--- config.mk ---
export PLATFORM = sky130hd
export DESIGN_NAME = mem_arbiter
export DESIGN_NICKNAME = d
export VERILOG_FILES = /design/src/rtl/isa_types.sv /design/src/rtl/mem_arb_types.sv /design/src/rtl/mem_arb_grant.sv /design/src/rtl/mem_arbiter.sv
export SDC_FILE = /design/constraint.sdc
export NUM_CORES = 1
export LEC_CHECK = 0
export CAP_MARGIN = 5
export CORE_UTILIZATION = 39
export DETAILED_ROUTE_END_ITERATION = 12
export PLACE_DENSITY = 0.81
export SYNTH_ARGS = -nofsm -noshare
export SYNTH_HDL_FRONTEND = slang
export SYNTH_HIERARCHICAL = 1
export SYNTH_SLANG_ARGS = --single-unit
export TNS_END_PERCENT = 20
--- constraint.sdc ---
create_clock -name clock -period 2.4 [get_ports clock]
set_clock_uncertainty 0.2 [all_clocks]
set_input_delay 0.24 -clock clock [delete_from_list [all_inputs] [get_ports clock]]
set_output_delay 0.24 -clock clock [all_outputs]
set_load 0.05 [all_outputs]
--- src/rtl/isa_types.sv ---
// Shared ISA-level types: machine word width and memory write widths.
// Pure type/constant package, no logic.
// Imported by every block that talks to the memory port.
package isa_types;

    localparam int XLEN = 32;

    typedef enum logic [1:0] {
        write_byte = 2'd0,
        write_half = 2'd1,
        write_word = 2'd2
    } write_width_t;

endpackage

--- src/rtl/mem_arb_types.sv ---
// Types shared by the memory arbiter and its grant picker.
// Pure type package, no logic.
// mem_req_t is the latched request payload; arb_state_t is the arbiter FSM.
package mem_arb_types;

    import isa_types::*;

    typedef struct packed {
        logic [XLEN-1:0] addr;
        logic            wenable;
        logic [XLEN-1:0] wdata;
        write_width_t    wwidth;
    } mem_req_t;

    typedef enum logic [1:0] {
        ARB_IDLE  = 2'd0,
        ARB_READ  = 2'd1,
        ARB_WRITE = 2'd2,
        ARB_RESP  = 2'd3
    } arb_state_t;

endpackage

--- src/rtl/mem_arb_grant.sv ---
// 2-way request picker producing a one-hot grant (round-robin, or fixed priority with MEM_ARB_FIXED_PRIORITY_EN).
// Latency: purely combinational.
// Backpressure: none of its own; grant is zero when no port is valid.
module mem_arb_grant (
    input  logic [1:0] req_valid,
    input  logic       last_grant,
    output logic [1:0] grant
);

    always_comb begin
        grant = req_valid;
        if (req_valid == 2'b11) begin
`ifdef MEM_ARB_FIXED_PRIORITY_EN
            grant = 2'b01;
`else
            // On a tie the port that did not win last time goes first.
            grant = last_grant ? 2'b01 : 2'b10;
`endif
        end
    end

`ifdef MEM_ARB_FIXED_PRIORITY_EN
    logic unused_last_grant;
    assign unused_last_grant = last_grant;
`endif

endmodule

--- src/rtl/mem_arbiter.sv ---
// Shares the single memory port between the hart (port 0) and a loader/debug engine (port 1); MEM_ARB_FIXED_PRIORITY_EN selects fixed priority.
// Latency: read resp_valid READ_LATENCY+2 cycles after acceptance, write ack 2 cycles after; one transaction at a time.
// Backpressure: req_ready only in ARB_IDLE for the granted valid port; requests are held until accepted.
module mem_arbiter
    import isa_types::*;
    import mem_arb_types::*;
#(
    parameter int READ_LATENCY = 2
) (
    input  logic                       clock,
    input  logic                       reset_n,
    input  logic [1:0]                 req_valid,
    output logic [1:0]                 req_ready,
    input  logic [1:0][XLEN-1:0]       req_addr,
    input  logic [1:0]                 req_wenable,
    input  logic [1:0][XLEN-1:0]       req_wdata,
    input  write_width_t [1:0]         req_wwidth,
    output logic [1:0]                 resp_valid,
    output logic [XLEN-1:0]            resp_rdata,
    output logic [XLEN-1:0]            mem_addr,
    output logic                       mem_wenable,
    output logic [XLEN-1:0]            mem_wdata,
    output write_width_t               mem_wwidth,
    input  logic [XLEN-1:0]            mem_rdata
);

    localparam int CNT_W = (READ_LATENCY < 1) ? 1 : $clog2(READ_LATENCY + 1);

    arb_state_t        state_q, state_d;
    logic [CNT_W-1:0]  count_q, count_d;
    mem_req_t          req_q, req_d;
    logic              port_q, port_d;
    logic [XLEN-1:0]   rdata_q, rdata_d;
    logic [1:0]        grant;
    logic              accept;
    logic              last_grant;

    mem_arb_grant u_grant (
        .req_valid  (req_valid),
        .last_grant (last_grant),
        .grant      (grant)
    );

    always_comb begin
        state_d     = state_q;
        count_d     = count_q;
        req_d       = req_q;
        port_d      = port_q;
        rdata_d     = rdata_q;
        accept      = 1'b0;
        req_ready   = 2'b00;
        resp_valid  = 2'b00;
        mem_addr    = '0;
        mem_wenable = 1'b0;
        mem_wdata   = '0;
        mem_wwidth  = write_byte;

        case (state_q)
            ARB_IDLE: begin
                req_ready = grant;
                if (grant != 2'b00) begin
                    accept  = 1'b1;
                    port_d  = grant[1];
                    req_d   = '{addr:    req_addr[grant[1]],
                                wenable: req_wenable[grant[1]],
                                wdata:   req_wdata[grant[1]],
                                wwidth:  req_wwidth[grant[1]]};
                    count_d = CNT_W'(READ_LATENCY);
                    state_d = req_wenable[grant[1]] ? ARB_WRITE : ARB_READ;
                end
            end
            ARB_READ: begin
                mem_addr = req_q.addr;
                if (count_q != '0) begin
                    count_d = count_q - CNT_W'(1);
                end else begin
                    rdata_d = mem_rdata;
                    state_d = ARB_RESP;
                end
            end
            ARB_WRITE: begin
                mem_addr    = req_q.addr;
                mem_wdata   = req_q.wdata;
                mem_wwidth  = req_q.wwidth;
                mem_wenable = 1'b1;
                state_d     = ARB_RESP;
            end
            ARB_RESP: begin
                resp_valid[port_q] = 1'b1;
                state_d            = ARB_IDLE;
            end
            default: state_d = ARB_IDLE;
        endcase

        // Reset is synchronous, so the handshake outputs are masked while it is held.
        if (!reset_n) begin
            req_ready   = 2'b00;
            resp_valid  = 2'b00;
            mem_wenable = 1'b0;
        end
    end

    assign resp_rdata = rdata_q;

    always_ff @(posedge clock) begin
        if (!reset_n) begin
            state_q <= ARB_IDLE;
            count_q <= '0;
            req_q   <= '0;
            port_q  <= 1'b0;
            rdata_q <= '0;
        end else begin
            state_q <= state_d;
            count_q <= count_d;
            req_q   <= req_d;
            port_q  <= port_d;
            rdata_q <= rdata_d;
        end
    end

`ifdef MEM_ARB_FIXED_PRIORITY_EN
    assign last_grant = 1'b0;
`else
    logic last_grant_q, last_grant_d;

    always_comb begin
        last_grant_d = last_grant_q;
        if (accept) begin
            last_grant_d = grant[1];
        end
    end

    // Resets to port 1 so port 0 wins the first tie.
    always_ff @(posedge clock) begin
        if (!reset_n) begin
            last_grant_q <= 1'b1;
        end else begin
            last_grant_q <= last_grant_d;
        end
    end

    assign last_grant = last_grant_q;
`endif

endmodule

======== Word-level counts from Yosys, hierarchy flattened ========
Cells that the tools add are included.
storage, ports and cells
  output and inout bits ................... 103
  register bits after elaboration ......... 104
  input port bits ......................... 170
  logic and storage cells ................. 60
cells by class
  mux-type cells .......................... 30
  equal/unequal tests ..................... 7
  add/subtract/negate cells ............... 1
  $lt $le $gt $ge ......................... 3
  bitwise operators ....................... 1
  reduce and logical (&&, ||, !) cells .... 10
operator list
  cell                 count
  $mux 32              6
  $mux 2               14
  $pmux 2 s4           1
  $mux 1               7
  $eq 2x2->1 const B   3
  $ne 2x2->1 const B   3
  $reduce_and 2->1     3
  $reduce_bool 2->1    3
  $lt 1x2->1 const B   2
  $pmux 2 s2           1
  $reduce_and 3->1     1
  $eq 2x1->1 const B   1
  $logic_not 2->1      1
  $reduce_or 2->1      1
  $sub 2x1->2 const B  1
  $demux 1 s1          1
  $ge 1x1->1 const B   1
  $logic_and 1x1->1    1
  $not 1->1            1

======== Depth between registers and ports, before layout ========
Gate-level depths: netlist of the first run.
  word-level depth ........................ 7
  depth in mapped cells ................... 8
  gate-level depth less buffers ........... 5

======== Hierarchy ========
The synthesis of the first run kept the hierarchy.
modules (own cells, without submodules)
  module         instances  area each (µm²)  cells an instance  seq. area each (µm²)
  mem_arbiter    1          4968.5           557                2082.0
  mem_arb_grant  1          18.8             3                  0.0

======== Worst setup path after synthesis of the first run ========
Ideal clock, no wire load.
  path kind ............................... reg-to-output
  start ................................... reg state_q[0]
  end ..................................... out mem_addr[0]
  stages on the path, launching flop included .. 5
  arrival time ............................ 1447 ps
  required time ........................... 1960 ps
  buffers on the path ..................... 1
  slack ................................... 513 ps
  cells stage by stage .................... dfxtp_1 > inv_1 > ha_1 > clkbuf_1 > and2_1
on the way
  word-level cells in the longest chain between the ends .. 3
  elaborated cells between the ends (all ways) .. 4
  those cells by class .................... eq/ne: 2; mux: 1; reduce/logical: 1
RTL lines
  what                                             line                RTL
  from (decl)                                      mem_arbiter.sv:29   arb_state_t state_q, state_d;
  from (signal assigned)                           mem_arbiter.sv:113  state_q <= state_d;
  $eq 2x1->1 / $eq 2x2->1 (equally long branches)  mem_arbiter.sv:58   case (state_q)
  $reduce_or 2->1 (no source line) (*)             n/a
  $mux 32 (*)                                      mem_arbiter.sv:58
  to (decl)                                        mem_arbiter.sv:20   output logic [XLEN-1:0] mem_addr,
Every way passes the cells marked *; elsewhere a longest branch is shown, timed or not.

======== Worst setup path after layout of the first run ========
  start ................................... reg state_q[0]
  end ..................................... out mem_addr[19]
The elaborated chain is that of the path after synthesis.

==> results of run 1 <==
sequential cells by signal, indices dropped and copies added, names as in the netlist:
signal and count:
last_grant 1, req_q 66, resp_rdata 32, count_q 2, state_q 2, port_q 1
final timing paths:
kind	startpoint	end	slack, ns	cells after the start
worst max-delay path	state_q[0]$_SDFFE_PN0P_	mem_addr[19]	0.12	5
worst min-delay path	mem_rdata[22]	resp_rdata[22]$_SDFFE_PN0P_	0.25	3
worst min register to register	resp_rdata[14]$_SDFFE_PN0P_	resp_rdata[14]$_SDFFE_PN0P_	0.26	2
worst max register to register	state_q[1]$_SDFFE_PN0P_	req_q[41]$_SDFFE_PN0P_	0.31	6
routing by layer:
| layer | vias to the layer above | wire length (µm) |
|---|---|---|
| li1 | 2412 | - |
| met1 | 2215 | 5530 |
| met2 | 203 | 7850 |
| met3 | 27 | 1110 |
| met4 | 0 | 276 |
| met5 | - | 0 |
placed cells by master (no fill, tap or decap), drive strengths merged, types with 2 or more instances in the layout:
cell type / instances
ha: 6
clkinv: 2
clkinvlp: 2
nand2: 69
inv: 7
a211oi: 68
dfxtp: 104
nor2: 69
mux2i: 69
a21oi: 35
clkdlybuf4s50: 201
and2: 68
and3: 3
bufinv: 2
buf: 89
a21boi: 2
clkbuf: 10
worst min-delay path: cells and delay by family:
family	cells	cell delay [ns]
AOI/OAI and AO/OA	1	0.05
and+or+nand+nor	1	0.05
buffers and inverters	1	0.39
logic make-up (layout without fill, tap and decap cells):
| logic type | after synthesis | in the layout | share of synthesized area (%) |
|---|---|---|---|
| AO/OA/AOI/OAI | 110 | 110 | 16.8 |
| adder cells (fa/ha/maj) | 6 | 6 | 1.51 |
| buffers and inverters | 56 | 313 | 6.00 |
| flip-flops | 104 | 104 | 41.7 |
| multiplexers | 69 | 69 | 13.8 |
| AND/OR/NAND/NOR | 215 | 215 | 20.1 |
final cells by class:
| class | instances | area share (%) |
|---|---|---|
| clock buffer | 10 | 2.57 |
| clock inverter | 6 | 1.03 |
| inverter | 7 | 0.309 |
| multi-input combinational | 400 | 29.5 |
| sequential | 104 | 23.4 |
| tap | 168 | 2.36 |
| timing repair buffer | 290 | 40.8 |
power by group through the flow:
stage	combinational [mW]	sequential (mW)	clock [mW]
final	5.39	2.50	1.58
after global routing	5.77	2.55	1.67
after CTS	5.43	2.50	1.60
after floorplan	2.97	2.82	0
after global placement	5.26	2.50	0
after detailed placement	5.41	2.54	0
stage by stage:
step	setup slack, ns	area, µm²
2_1_floorplan	0.513	4990
3_3_place_gp	0.219	8580
3_5_place_dp	0.0745	8580
4_1_cts	0.129	8900
5_1_grt	0.0209	8900
6_report	0.123	8900
what timing repair did:
item                       CTS  global route
setup endpoints to repair   35             0
setup buffers                0             0
resized for setup            1             0
==> metrics, run 1 <==
worst hold margin=0.245 ns; initial antenna violation count=0; I/O Buffers=272; Logic pwr share=57.0%; vias in the first global route=4908; worst hold-check path type=input port to flop; gpl congestion=0.787; GR Util met1=23.2%; Clock transition at path regs=0.07 ns; Final Total Pwr=9.47 mW; starting density of the core=40.7%; part of the power in the clock network=16.7%; RSZ-0062 raised after global routing=false; CP delay by family, top=buffers and inverters; # Max-Cap Violations=0; pin count of the biggest net entering global routing=73; clk_lat worst skew=0.34 ns; final non-filler cell total=985; DIE AREA=13200 µm²; Slew headroom=64.1%; YS warnings=6; CORE AREA=12300 µm²; critical path required time=1.96 ns; Cell Rows=40; static leakage=3.41 nW; CTS buffer count=9; count leader, synth=dfxtp_1; max incr delay on CP=0.42 ns; Seq cells post-synth=104; Die H=115 µm; CTS hold repair buffers=0; Cell Area, Synth=4990 µm²; Antenna Cells=0; gr ovfl total=0; Primary FF master, synth=dfxtp_1; vias per inst=4.93; register area=2080 µm²; synth top area cells=dfxtp_1 42%, mux2i_1 14%, and2_1 8.5%; GR Util met2=43.0%; via count=4857; top post-synthesis cells by count=104 x dfxtp_1, 69 x mux2i_1, 69 x nand2_1, 69 x nor2_1, 68 x and2_1; clk root buf=clkbuf_16; final core occ=72.6%; first-pass GRT wire length=23300 µm; post-DR wirelength/cell=15.0 µm; number of synthesized flops with an enable pin=0; Reg power frac=26.4%; f_max=439 MHz; Cell Chain, Critical Path=inv_1 -> ha_1 -> buf_4 -> and2_1 -> buf_12; final wirelength=14800 µm; hold violation total from the final report=0; Synth async-reset ratio=0%; Psw=4.00 mW; net count after synthesis=736; sequential area share after synthesis=41.7%; DR pass1 iterations=4; Slowest-stage cell, CP=dfxtp_1; Crit path buffers/inverters=3; Clock Path Buffers=2; Slew Viols, Final=0; Worst-Margin Slew=0.537 ns; Starting DRT DRC Count=221; gr busiest metal=met2; Fill cells=846; met3 GRT Util=6.54%; dominant cell type by area after synthesis=dfxtp_1; CP max FO=34; dpl cells=969; outcome=finished clean; post-synth top area share=41.7%; fin nets=988; crit start category=flop; synthesized area per cell=8.91 µm²; CTS tree=built; H-tree levels=3; Die Width=115 µm; peak supply drop=0.000655 V; Setup Crit Path Kind=flop to output port; clock sink count=104; share of layout cells above drive strength 1=15.5%; area grow syn2layout=78.4%; ANT nets after route=0; GRT Overall Usage=22.4%; WP data arrival=1.84 ns; crit end category=output port; sw frac=42.3%; I/O pin cnt=273; multi-input logic area=2630 µm²; Tcrit/Tclk final=94.9%; Final setup viols=0; # DRC=0; P per Cell Area=1060 nW/µm²; HPWL Detailed=11600 µm; internal power=5.47 mW; Netlist cell types=29; Fin Setup TNS=0 ns; fin crit period=2.28 ns; Cells after Synth=560
(Power assumes the default switching activity.)
==> inputs of run 2 (changes only) <==
--- a/config.mk
+++ b/config.mk
@@ -8,6 +8,7 @@
 export CAP_MARGIN = 5
 export CORE_UTILIZATION = 39
 export DETAILED_ROUTE_END_ITERATION = 12
+export HOLD_SLACK_MARGIN = 0.08
 export PLACE_DENSITY = 0.81
 export SYNTH_ARGS = -nofsm -noshare
 export SYNTH_HDL_FRONTEND = slang
==> results of run 2 <==
Same layout as run 1: the final DEF is identical, and so are final timing and power.
==> inputs of run 3 (changes only) <==
--- a/config.mk
+++ b/config.mk
@@ -7,6 +7,7 @@
 export LEC_CHECK = 0
 export CAP_MARGIN = 5
 export CORE_UTILIZATION = 39
+export CTS_BUF_LIST = sky130_fd_sc_hd__clkbuf_16
 export DETAILED_ROUTE_END_ITERATION = 12
 export HOLD_SLACK_MARGIN = 0.08
 export PLACE_DENSITY = 0.81
==> metrics, run 3 (synthesis gave the netlist of run 1 again) <==
Antenna Cells=0; Starting DRT DRC Count=221; sw frac=42.3%; Reg power frac=26.4%; WL met3=1110 µm; first-pass GRT wire length=23300 µm; Setup Crit Path Kind=flop to output port; static leakage=3.41 nW; most common cell after layout, fill and taps aside=clkdlybuf4s50_1; Worst-Margin Slew=0.537 ns; FF-to-FF setup slack=0.31 ns; Fill cells=846; WP data arrival=1.84 ns; Die H=115 µm; CTS tree=built; Psw=4.00 mW; I/O Buffers=272; GRT Overall Usage=22.4%; vias in the first global route=4908; hold violation total from the final report=0; pin count of the biggest net entering global routing=73; crit start category=flop; Slew Viols, Final=0; via count=4857; Fin Setup TNS=0 ns; r2r endpoint=req_q[41]$_SDFFE_PN0P_; dpl cells=969; CP max FO=34; worst hold-check path type=input port to flop; r2r worst-path depth=6; DIE AREA=13200 µm²; P per Cell Area=1060 nW/µm²; critical path required time=1.96 ns; CTS hold repair buffers=0; I/O pin cnt=273; fin crit period=2.28 ns; Logic pwr share=57.0%; # DRC=0; share of layout cells above drive strength 1=15.5%; most frequent cells in the layout=201 x clkdlybuf4s50_1, 104 x dfxtp_1, 76 x buf_12; max reg flops=66; CTS buffer count=9; pre-CTS setup slack=0.0745 ns; Highest Signal Layer=met4; RSZ-0062 raised after global routing=false; f_max=439 MHz; FF-to-FF Start=state_q[1]$_SDFFE_PN0P_; Hold Path Stages=3; area grow syn2layout=78.4%; initial antenna violation count=0; DR pass1 iterations=4; hold_sp=mem_rdata[22]; gr ovfl total=0; CORE AREA=12300 µm²; clk_lat worst skew=0.34 ns; Slew headroom=64.1%; clock sink count=104; Tcrit/Tclk final=94.9%; final non-filler cell total=985; H-tree levels=3; HPWL Detailed=11600 µm; DR WL met2=7850 µm; Largest Register=req_q; internal power=5.46 mW; Post-Route M1 WL=5530 µm; multi-input logic area=2630 µm²; ANT nets after route=0; post-DR wirelength/cell=15.0 µm; Die Width=115 µm; fin nets=988; Final setup viols=0; final wirelength=14800 µm; starting density of the core=40.7%; Clock Path Buffers=2; part of the power in the clock network=16.6%; register area=2080 µm²; worst hold endpoint=resp_rdata[22]$_SDFFE_PN0P_; vias per inst=4.93; outcome=finished clean; Clock transition at path regs=0.07 ns; clk root buf=clkbuf_16; crit end category=output port; PnR worst setup slack=0.123 ns; gpl congestion=0.787; # Max-Cap Violations=0; final core occ=72.6%; peak supply drop=0.000655 V; Cell Rows=40
run 3: changes by cell type in the layout (fill, tap and decap cells not counted):
cell	change
clkbuf_1	-1
inv_1	+1
run 3: metrics by stage:
| step | power [mW] | hold WS (ns) | instance area (µm²) |
|---|---|---|---|
| 6_report | 9.47 | 0.245 | 8900 |
| 3_5_place_dp | 7.94 | 0.248 | 8580 |
| 2_1_floorplan | 5.79 | 0.176 | 4990 |
| 4_1_cts | 9.53 | 0.237 | 8900 |
| 5_1_grt | 9.99 | 0.247 | 8900 |
| 3_3_place_gp | 7.76 | 0.241 | 8580 |
run 3: final cells by class:
class	instances	share of cell area, %
clock inverter	7	1.07
timing repair buffer	290	40.8
sequential	104	23.4
tap	168	2.36
clock buffer	9	2.53
inverter	7	0.309
multi-input combinational	400	29.5
run 3: metal layers:
layer,up-vias,GRT usage [%]
li1,2412,-
met1,2215,23.2
met2,203,43.0
met3,27,6.54
met4,0,6.93
met5,-,0
run 3: worst max path at each step:
stage / start / end / slack, ns / depth (start not counted)
2_1_floorplan: state_q[0]$_SDFFE_PN0P_ / mem_addr[0] / 0.51 / 4
3_3_place_gp: req_valid[0] / req_q[18]$_SDFFE_PN0P_ / 0.22 / 6
3_5_place_dp: req_valid[0] / req_q[41]$_SDFFE_PN0P_ / 0.07 / 6
4_1_cts: state_q[0]$_SDFFE_PN0P_ / mem_addr[20] / 0.13 / 5
5_1_grt: state_q[0]$_SDFFE_PN0P_ / mem_addr[14] / 0.02 / 5
6_report: state_q[0]$_SDFFE_PN0P_ / mem_addr[19] / 0.12 / 5
run 3: power groups by stage:
stage	logic [mW]	clock network, mW	registers (mW)
finish	5.39	1.57	2.50
global route	5.77	1.67	2.55
CTS	5.43	1.60	2.50
detailed placement	5.41	0	2.54
global placement	5.26	0	2.50
floorplan	2.97	0	2.82
run 3: timing repair:
item | CTS | global route
setup buffers | 0 | 0
endpoints found under the setup margin | 35 | 0
gates resized for setup | 1 | 0
run 3: worst max-delay path, cell delays in order, from the launching register on:
cell and delay, ns:
dfxtp_1 0.42, inv_1 0.11, ha_1 0.30, buf_4 0.28
and2_1 0.24, buf_12 0.15
